==> src/rtl/regfile_wr_arbiter_pkg.sv <==
// regfile_wr_arbiter_pkg: shared register-file geometry for the writeback arbiter.
package regfile_wr_arbiter_pkg;
    localparam int RF_ADDR_W   = 5;
    localparam int RF_DATA_W   = 32;
    localparam int RF_NUM_REGS = 2 ** RF_ADDR_W;
    localparam logic [RF_ADDR_W-1:0] REG_ZERO = 5'd0;
endpackage

==> src/rtl/decoder.sv <==
// decoder: enable-gated binary to one-hot decode.
module decoder #(
    parameter int IN_W = 5
) (
    input  logic [IN_W-1:0]      i_sel,
    input  logic                 i_en,
    output logic [2**IN_W-1:0]   o_dec
);
    always_comb o_dec = i_en ? (2**IN_W)'(1) << i_sel : '0;
endmodule

==> src/rtl/regfile_wr_arbiter_rr_arbiter.sv <==
// rr_arbiter: round-robin search of valid starting at ptr, wrapping modulo N.
module rr_arbiter #(
    parameter int N     = 3,
    parameter int IDX_W = $clog2(N)
) (
    input  logic [N-1:0]     i_valid,
    input  logic [IDX_W-1:0] i_ptr,
    output logic [N-1:0]     o_grant,
    output logic [IDX_W-1:0] o_idx,
    output logic             o_any
);
    logic [IDX_W-1:0] w_cand;
    always_comb begin
        o_grant = '0;
        o_idx   = '0;
        o_any   = 1'b0;
        w_cand  = '0;
        for (int k = 0; k < N; k++) begin
            w_cand = (int'(i_ptr) + k >= N) ? IDX_W'(int'(i_ptr) + k - N) : IDX_W'(int'(i_ptr) + k);
            if (!o_any && i_valid[w_cand]) begin
                o_grant[w_cand] = 1'b1;
                o_idx           = w_cand;
                o_any           = 1'b1;
            end
        end
    end
endmodule

==> src/rtl/regfile_wr_arbiter.sv <==
// regfile_wr_arbiter: round-robin share of the regfile write port plus a busy scoreboard.
module regfile_wr_arbiter
    import regfile_wr_arbiter_pkg::*;
#(
    parameter int NUM_REQ  = 3,
    parameter int ADDR_W   = RF_ADDR_W,
    parameter int DATA_W   = RF_DATA_W,
    parameter int NUM_REGS = 2 ** ADDR_W
) (
    input  logic                      clock,
    input  logic                      reset,
    input  logic [NUM_REQ-1:0]        req_valid,
    input  logic [NUM_REQ*ADDR_W-1:0] req_addr,
    input  logic [NUM_REQ*DATA_W-1:0] req_data,
    output logic [NUM_REQ-1:0]        req_ready,
    input  logic                      rsv_valid,
    input  logic [ADDR_W-1:0]         rsv_addr,
    output logic [NUM_REGS-1:0]       wr_en,
    output logic [ADDR_W-1:0]         wr_addr,
    output logic [DATA_W-1:0]         wr_data,
    output logic [NUM_REGS-1:0]       busy
);
    localparam int IDX_W = $clog2(NUM_REQ);

    logic [IDX_W-1:0]    r_ptr;
    logic [NUM_REGS-1:0] r_wr_en;
    logic [ADDR_W-1:0]   r_wr_addr;
    logic [DATA_W-1:0]   r_wr_data;
    logic [NUM_REGS-1:0] r_busy;

    logic [NUM_REQ-1:0]  w_grant;
    logic [IDX_W-1:0]    w_idx;
    logic                w_any;
    logic                w_xfer;
    logic [ADDR_W-1:0]   w_addr;
    logic [DATA_W-1:0]   w_data;
    logic [NUM_REGS-1:0] w_wr_dec;
    logic [NUM_REGS-1:0] w_rsv_dec;

    rr_arbiter #(.N(NUM_REQ), .IDX_W(IDX_W)) u_arb (
        .i_valid (req_valid),
        .i_ptr   (r_ptr),
        .o_grant (w_grant),
        .o_idx   (w_idx),
        .o_any   (w_any)
    );

    // Grants are suppressed while reset is held so nothing is accepted and then discarded.
    assign req_ready = reset ? w_grant : '0;
    assign w_xfer    = reset && w_any;
    assign w_addr    = req_addr[w_idx*ADDR_W +: ADDR_W];
    assign w_data    = req_data[w_idx*DATA_W +: DATA_W];

    // r0 is hardwired zero: its writes are accepted but never enabled or reserved.
    decoder #(.IN_W(ADDR_W)) u_wr_dec (
        .i_sel (w_addr),
        .i_en  (w_xfer && w_addr != ADDR_W'(REG_ZERO)),
        .o_dec (w_wr_dec)
    );

    decoder #(.IN_W(ADDR_W)) u_rsv_dec (
        .i_sel (rsv_addr),
        .i_en  (rsv_valid && rsv_addr != ADDR_W'(REG_ZERO)),
        .o_dec (w_rsv_dec)
    );

    always_ff @(posedge clock or negedge reset) begin
        if (!reset) begin
            r_ptr     <= '0;
            r_wr_en   <= '0;
            r_wr_addr <= '0;
            r_wr_data <= '0;
            r_busy    <= '0;
        end else begin
            r_wr_en <= w_wr_dec;
            r_busy  <= (r_busy & ~w_wr_dec) | w_rsv_dec;
            if (w_xfer) begin
                r_ptr     <= (w_idx == IDX_W'(NUM_REQ - 1)) ? '0 : w_idx + 1'b1;
                r_wr_addr <= w_addr;
                r_wr_data <= w_data;
            end
        end
    end

    assign wr_en   = r_wr_en;
    assign wr_addr = r_wr_addr;
    assign wr_data = r_wr_data;
    assign busy    = r_busy;
endmodule

==> config.mk <==
export PLATFORM = sky130hd
export DESIGN_NAME = regfile_wr_arbiter
export DESIGN_NICKNAME = d
export VERILOG_FILES = /design/src/rtl/regfile_wr_arbiter_pkg.sv /design/src/rtl/decoder.sv /design/src/rtl/regfile_wr_arbiter_rr_arbiter.sv /design/src/rtl/regfile_wr_arbiter.sv
export SDC_FILE = /design/constraint.sdc
export NUM_CORES = 1
export LEC_CHECK = 0
export CORE_ASPECT_RATIO = 1.2
export CORE_UTILIZATION = 40
export DETAILED_ROUTE_END_ITERATION = 6
export PLACE_DENSITY = 0.76
export SYNTH_ARGS = -nofsm -noshare
export SYNTH_HDL_FRONTEND = slang
export SYNTH_SLANG_ARGS = --single-unit
==> constraint.sdc <==
create_clock -name clock -period 4 [get_ports clock]
set_clock_uncertainty 0.2 [all_clocks]
set_input_delay 0.6 -clock clock [delete_from_list [all_inputs] [get_ports clock]]
set_output_delay 0.6 -clock clock [all_outputs]
set_load 0.02 [all_outputs]
# [Yosys cells after proc, flatten, opt, wreduce, memory -nomap -nowiden]
# Cells that the tools add are included.
[op_classes] n_mux=28 addsub=6 reduce_logical=12 n_mul=1 bitwise=5 n_lt_le_gt_ge=9 n_shift=4 eq_ne=1
[op_table] operator="variable part select 96 x 8 -> 32 bit" n=1
[op_table] operator="2-to-1 mux 32 bit" n=2
[op_table] operator="<< shifter 1 x 5 -> 32 bit (first input constant)" n=2
[op_table] operator="AND 32 bit" n=1
[op_table] operator="inverter 32 bit" n=1
[op_table] operator="OR 32 bit" n=1
[op_table] operator="variable part select 15 x 6 -> 5 bit" n=1
[op_table] operator="2-to-1 mux 2 bit" n=7
[op_table] operator="2-to-1 mux 3 bit" n=4
[op_table] operator="nonzero test 5 bit" n=2
[op_table] operator="less-than comparator 2 x 3 -> 1 bit (second input constant)" n=3
[op_table] operator="2-to-1 mux 1 bit" n=9
[op_table] operator="logical AND 1 bit" n=8
[op_table] operator="binary-select mux 1 bit (select 2 bit)" n=3
[op_table] operator="demux 1 bit (select 2 bit)" n=3
[op_table] operator="greater-or-equal comparator 2 x 1 -> 1 bit (second input constant)" n=3
[op_table] operator="greater-or-equal comparator 3 x 2 -> 1 bit (second input constant)" n=2
[op_table] operator="OR 3 bit" n=2
[op_table] operator="multiplier 2 x 3 -> 5 bit (second input constant)" n=1
[op_table] operator="subtractor 2 x 1 -> 2 bit (second input constant)" n=2
[op_table] operator="adder 2 x 1 -> 3 bit (second input constant)" n=1
[op_table] operator="adder 2 x 2 -> 3 bit (second input constant)" n=1
[op_table] operator="adder 2 x 1 -> 2 bit (second input constant)" n=1
[op_table] operator="== test 2 bit (second input constant)" n=1
[op_table] operator="3 further kinds" n=4
[totals] regBits=103 input_bits=122 out_inout_bits=104 wordCells=71

# [Logic depth before layout (Yosys ltp)]
[logic_depth] word_depth=19 ltp_mapped=13 depth_no_buf=10

# [Modules after synthesis]
# A second synthesis with hierarchy kept.
[hier_totals] hier_cells=541 hier_area_um2=5049.8
[by_module_without_submodules] mod="regfile_wr_arbiter" area_each_um2=4182.8 seq_area_each_um2=2577.5 cells_per_inst=388 n_inst=1
[by_module_without_submodules] mod="decoder" area_each_um2=234.0 seq_area_each_um2=0.0 cells_per_inst=47 n_inst=2
[by_module_without_submodules] mod="rr_arbiter" area_each_um2=399.1 seq_area_each_um2=0.0 cells_per_inst=59 n_inst=1

# [Least setup slack after synthesis]
# OpenSTA, ideal clock, no wires.
[synth_timing] kind="reg-to-reg" start="register r_ptr[0]" end="register r_busy[17] (netlist: busy[17])" period_less_slack_ns=3.062 slack_ns=0.938 n_path_buf=2 t_arrival_ns=2.744 required_ns=3.681 setup_time_ns=0.119 stages_incl_launch_ff=12 cell_sequence="dfrtp_1 -> inv_1 -> ha_1 -> inv_1 -> mux2i_2 -> o221a_2 -> or2_1 -> buf_6 -> o31ai_4 -> or3b_1 -> buf_2 -> a21bo_1"
[synth_via] elab_chain_cells=19 elab_cells_between_ends=37 classes_between="add/sub: 5; mul: 1; order compare: 3; shift: 2; mux: 16; bitwise: 3; reduce/logical: 7"
[synth_rtl] item="start: declaration" line_no="regfile_wr_arbiter.sv:25" source="logic [IDX_W-1:0] r_ptr;"
[synth_rtl] item="start signal: assignment" line_no="regfile_wr_arbiter.sv:78" source="r_ptr <= (w_idx == IDX_W'(NUM_REQ - 1)) ? '0 : w_idx + 1'b1;"
[synth_rtl] item="parallel branches: the longest is 15 deep, another holds multiplier 2 x 3 -> 5 bit"
[synth_rtl] item="2-to-1 mux 32 bit *" line_no="decoder.sv:9" source="always_comb o_dec = i_en ? (2**IN_W)'(1) << i_sel : '0;"
[synth_rtl] item="inverter 32 bit *" line_no="regfile_wr_arbiter.sv:76" source="r_busy <= (r_busy & ~w_wr_dec) | w_rsv_dec;"
[synth_rtl] item="AND 32 bit *" line_no="regfile_wr_arbiter.sv:76"
[synth_rtl] item="OR 32 bit *" line_no="regfile_wr_arbiter.sv:76"
[synth_rtl] item="end signal: assignment" line_no="regfile_wr_arbiter.sv:76"
[synth_rtl] item="end: declaration" line_no="regfile_wr_arbiter.sv:29" source="logic [NUM_REGS-1:0] r_busy;"
# Mark *: on every way between the ends. The select of a mux whose other input is x is not followed.
# A chain may end at the register's enable or synchronous reset.

# [Worst setup path after layout]
[layout_timing] start="register r_ptr[0]" end="output port req_ready[0]"
[layout_via] elab_chain_cells=12 elab_cells_between_ends=44 classes_between="add/sub: 5; order compare: 9; mux: 21; bitwise: 2; reduce/logical: 7"
[layout_rtl] item="adder 2 x 1 -> 3 bit, or another cell as far along" line_no="regfile_wr_arbiter_rr_arbiter.sv:19" source="w_cand = (int'(i_ptr) + k >= N) ? IDX_W'(int'(i_ptr) + k - N) : IDX_W'(int'(i_ptr) + k);"
[layout_rtl] item="greater-or-equal comparator 3 x 2 -> 1 bit, or another cell as far along" line_no="regfile_wr_arbiter_rr_arbiter.sv:19"
[layout_rtl] item="2-to-1 mux 2 bit, or another cell as far along" line_no="regfile_wr_arbiter_rr_arbiter.sv:19"
[layout_rtl] item="less-than comparator 2 x 3 -> 1 bit (implied by the code), or another cell as far along" line_no="regfile_wr_arbiter_rr_arbiter.sv:21" source="o_grant[w_cand] = 1'b1;"
[layout_rtl] item="logical AND 1 bit (implied by the code), or another cell as far along" line_no="regfile_wr_arbiter_rr_arbiter.sv:21"
[layout_rtl] item="2-to-1 mux 1 bit (implied by the code), or another cell as far along" line_no="regfile_wr_arbiter_rr_arbiter.sv:21"
[layout_rtl] item="demux 1 bit (select 2 bit), or another cell as far along"
[layout_rtl] item="OR 3 bit (no line) or 2-to-1 mux 1 bit (tied branches)"
[layout_rtl] item="2-to-1 mux 3 bit or zero test 1 bit (tied branches)" line_no="regfile_wr_arbiter_rr_arbiter.sv:20" source="if (!o_any && i_valid[w_cand]) begin"
[layout_rtl] item="OR 3 bit (no line) or logical AND 1 bit (tied branches)"
[layout_rtl] item="2-to-1 mux 3 bit *" line_no="regfile_wr_arbiter_rr_arbiter.sv:20"
[layout_rtl] item="2-to-1 mux 3 bit *" line_no="regfile_wr_arbiter.sv:49" source="assign req_ready = reset ? w_grant : '0;"
[layout_rtl] item="end: declaration" line_no="regfile_wr_arbiter.sv:15" source="output logic [NUM_REQ-1:0] req_ready,"
# Every way passes the cells marked *; elsewhere a longest branch is shown, timed or not. The select of a mux whose other input is x is not followed.

==> flow_summary.json <==
{
  "status": "finished clean",
  "place.gp.congestion": 0.956,
  "finish.utilization": 0.627,
  "max_cap_violations": 0,
  "worst_ep_required_time_ps": 3200,
  "number_of_routed_nets_with_antenna_violations": 0,
  "most-common-layout-cells": "sky130_fd_sc_hd__clkdlybuf4s50_1 (224), sky130_fd_sc_hd__dfrtp_1 (103), sky130_fd_sc_hd__nor2_1 (62)",
  "layout.cells.most_common": "sky130_fd_sc_hd__clkdlybuf4s50_1",
  "power_switching_share": 0.437,
  "holdCritPathClass": "reg -> reg",
  "path_delay_family": "simple AND/OR/NAND/NOR gates",
  "fp.dieH_um": 128,
  "grt_pass1_vias": 4726,
  "critical_path_arrival_ps": 2940,
  "slew_violations": 0,
  "clkTransAtPathRegs_ps": 70,
  "drt-total-wl_um": 15200,
  "worst_path_cell_chain": "inv_1, ha_1, inv_1, nor3b_1, nor2_1, nand3_1, nand3_1, and3_1, clkdlybuf4s50_1",
  "rrSetupSlack_ps": 380,
  "ioPinCount": 226,
  "synth-edff-count": 0,
  "number_of_search_and_repair_iterations_in_the_first_detailed_routing_pass": 4,
  "numCtsBuffers": 9,
  "nNetsFinal": 851,
  "htree_num_levels": 3,
  "synth.lib_cells_used.distinct": 64,
  "power_report.internal_total_mw": 3.48,
  "crit_path_end_kind": "output port",
  "finalSetupViolations": 0,
  "global_route_wire_length_before_repair_um": 24100,
  "place_hpwl_um": 11900,
  "cts_hold_buf": 1,
  "report.final.hold_viol_count": 0,
  "asyncSetResetFlopFracSynth": 1.00,
  "die_area_sq_um": 13600,
  "critical_path.reg2reg.endpoint": "busy[25]",
  "hold_end": "busy[0]",
  "worst-path-max-fanout": 8,
  "tritoncts_num_sinks": 103,
  "postSynthCellCount": 512,
  "fin_crit_ps": 3740,
  "placed_cells_incl_taps": 877,
  "synthFlopType": "sky130_fd_sc_hd__dfrtp_1",
  "route.vias.total": 4792,
  "worstSkewPairLatency_ps": 340,
  "grt_usage": 0.231,
  "post_drt_wl_per_cell_um": 17.0,
  "critical_path_class": "reg -> out",
  "cts-resized-gates": 0,
  "final_cells": 894,
  "core_area_sq_um": 12700,
  "critical_path_cell_count": 9,
  "unrepaired_setup_endpoints_after_global_routing": "no",
  "switchingPower_mw": 2.71,
  "fin_crit_sh": 0.935,
  "power.density_nw_per_um2": 776,
  "synth-seq-area-share": 0.490,
  "timing.critical_path.slowest_cell_delay_ps": 530,
  "transition_time_at_the_pin_with_the_least_slew_margin_ps": 1060,
  "drt_iter0_markers": 174,
  "reg2regPathDepth": 10,
  "yosys_warnings": 0,
  "critical_path.startpoint_type": "register",
  "synth.avg_cell_area_sq_um": 10.3,
  "cts_root_buf": "sky130_fd_sc_hd__clkbuf_16",
  "post-cts-setup-buffer-count": 0,
  "synth_area_sq_um": 5260,
  "leakagePower_nw": 3.54,
  "clk_path_buf_depth": 2,
  "pin_count_of_the_biggest_net_entering_global_routing": 89,
  "cp_slowest_cell": "sky130_fd_sc_hd__clkdlybuf4s50_1",
  "globalRoute.totalOverflow": 0,
  "max_slew_margin": 0.296,
  "insertedDiodeCount": 0,
  "path_buf_inv": 3,
  "area_growth_pct": 51.7,
  "layout-drive-gt1-share": 0.0685,
  "holdPathStages": 0,
  "reg_to_reg_critical_path_startpoint": "r_ptr[0]",
  "io_buffer_count": 225,
  "std_cell_rows": 45,
  "tritoncts": "yes",
  "worst_hold_startpoint": "busy[0]",
  "irDropWorstVdd_v": 0.000398,
  "post_drt_via_cell_ratio": 5.36,
  "antenna_found_initial": 0,
  "clock_power_share": 0.141,
  "fp.dieW_um": 107,
  "totalNegativeSetupSlack_ps": 0,
  "drc": 0,
  "synth.net_count": 638,
  "start_util": 0.413,
  "synth-seq-cells": 103,
  "pwr-share-comb": 0.600,
  "fmax_ghz": 0.267,
  "power_frac_seq": 0.260
}
-- Yosys cell counts (2+ instances only) --
cell	instances	share of area
sky130_fd_sc_hd__a211oi_1	33	0.047
sky130_fd_sc_hd__a21bo_1	4	0.0076
sky130_fd_sc_hd__a21o_1	36	0.051
sky130_fd_sc_hd__a21oi_1	9	0.0086
sky130_fd_sc_hd__a32oi_1	2	0.0033
sky130_fd_sc_hd__and3_1	6	0.0071
sky130_fd_sc_hd__buf_2	10	0.0095
sky130_fd_sc_hd__buf_6	3	0.0064
sky130_fd_sc_hd__clkbuf_1	19	0.014
sky130_fd_sc_hd__dfrtp_1	103	0.49
sky130_fd_sc_hd__ha_1	4	0.0095
sky130_fd_sc_hd__inv_1	18	0.013
sky130_fd_sc_hd__mux2_2	4	0.0086
sky130_fd_sc_hd__mux2i_1	39	0.074
sky130_fd_sc_hd__mux2i_2	2	0.0052
sky130_fd_sc_hd__nand2_1	23	0.016
sky130_fd_sc_hd__nand2b_1	14	0.017
sky130_fd_sc_hd__nand3_1	7	0.0067
sky130_fd_sc_hd__nand3b_1	3	0.0043
sky130_fd_sc_hd__nor2_1	62	0.044
sky130_fd_sc_hd__nor2b_1	4	0.0048
sky130_fd_sc_hd__nor3_1	9	0.0086
sky130_fd_sc_hd__nor3b_1	3	0.0043
sky130_fd_sc_hd__nor4_1	5	0.0059
sky130_fd_sc_hd__nor4_2	2	0.0048
sky130_fd_sc_hd__o211ai_1	4	0.0057
sky130_fd_sc_hd__o21a_1	2	0.0029
sky130_fd_sc_hd__o21ai_0	18	0.017
sky130_fd_sc_hd__o21bai_1	2	0.0029
sky130_fd_sc_hd__o22ai_1	11	0.013
sky130_fd_sc_hd__o2bb2ai_1	2	0.0033
sky130_fd_sc_hd__o31ai_1	15	0.021
sky130_fd_sc_hd__o32ai_1	2	0.0033
sky130_fd_sc_hd__or2_1	2	0.0024
-- worst register-to-register path, cell delays in order, from the launching register on --
cell,delay [ps]
sky130_fd_sc_hd__dfrtp_1,400
sky130_fd_sc_hd__inv_1,80
sky130_fd_sc_hd__ha_1,420
sky130_fd_sc_hd__inv_1,230
sky130_fd_sc_hd__mux2i_2,390
sky130_fd_sc_hd__o221a_2,310
sky130_fd_sc_hd__or2_1,370
sky130_fd_sc_hd__and3_1,260
sky130_fd_sc_hd__nor2_2,100
sky130_fd_sc_hd__or3b_1,520
sky130_fd_sc_hd__a21bo_1,250
-- how the worst max path moves through the flow --
stage / slack [ps] / startpoint / endpoint
after floorplan: 940 / r_ptr[0] / busy[17]
after global placement: 260 / req_valid[0] / busy[21]
after detailed placement: 220 / req_valid[0] / busy[25]
after CTS: 280 / r_ptr[0] / req_ready[0]
after global routing: 60 / r_ptr[0] / req_ready[2]
final: 260 / r_ptr[0] / req_ready[0]
-- state kept, by name, summed over array words and instances (netlist names) --
register,cells
busy,32
wr_data,32
wr_en,32
wr_addr,5
r_ptr,2
-- final cells by class --
class | instances | area (sq um)
clock buffers | 9 | 225
clock inverters | 7 | 81.3
fillers | 1081 | 4740
inverters | 18 | 67.6
multi-input cells | 358 | 2470
flip-flops and latches | 103 | 2580
well taps | 164 | 205
repair buffers | 235 | 2350
-- logic make-up (layout without fill, tap and decap cells) --
logic type,count (synthesis),after routing,share of synthesized area
flops,103,103,0.490
other cells,1,1,0.000713
compound gates,157,157,0.222
mux,46,46,0.0923
fa+ha+maj,4,4,0.00952
simple gates,150,150,0.143
buf+inv,51,269,0.0431
-- power by group through the flow --
stage | sequential (mW) | clock, mW | combinational (mW)
floorplan | 2.01 | 0 | 1.95
global placement | 1.61 | 0 | 3.68
detailed placement | 1.63 | 0 | 3.73
CTS | 1.61 | 0.893 | 3.74
global route | 1.65 | 0.937 | 4.01
finish | 1.61 | 0.870 | 3.71
-- stage by stage --
stage	area, sq um	power (mW)	hold slack (ps)	worst slack [ps]
final	7980	6.19	193	259
after floorplan	5260	3.96	104	938
after CTS	7980	6.24	208	284
after detailed placement	7660	5.35	193	220
after global routing	7980	6.60	211	62.6
after global placement	7660	5.30	168	259
-- routing by layer --
| metal | routed length [um] | vias up | track usage |
|---|---|---|---|
| met2 | 7910 | 221 | 0.419 |
| li1 | - | 2290 | - |
| met5 | 0 | - | 0 |
| met1 | 6010 | 2257 | 0.272 |
| met3 | 948 | 24 | 0.0383 |
| met4 | 339 | 0 | 0.0870 |
No activity file was read; power rests on OpenSTA's default activity.
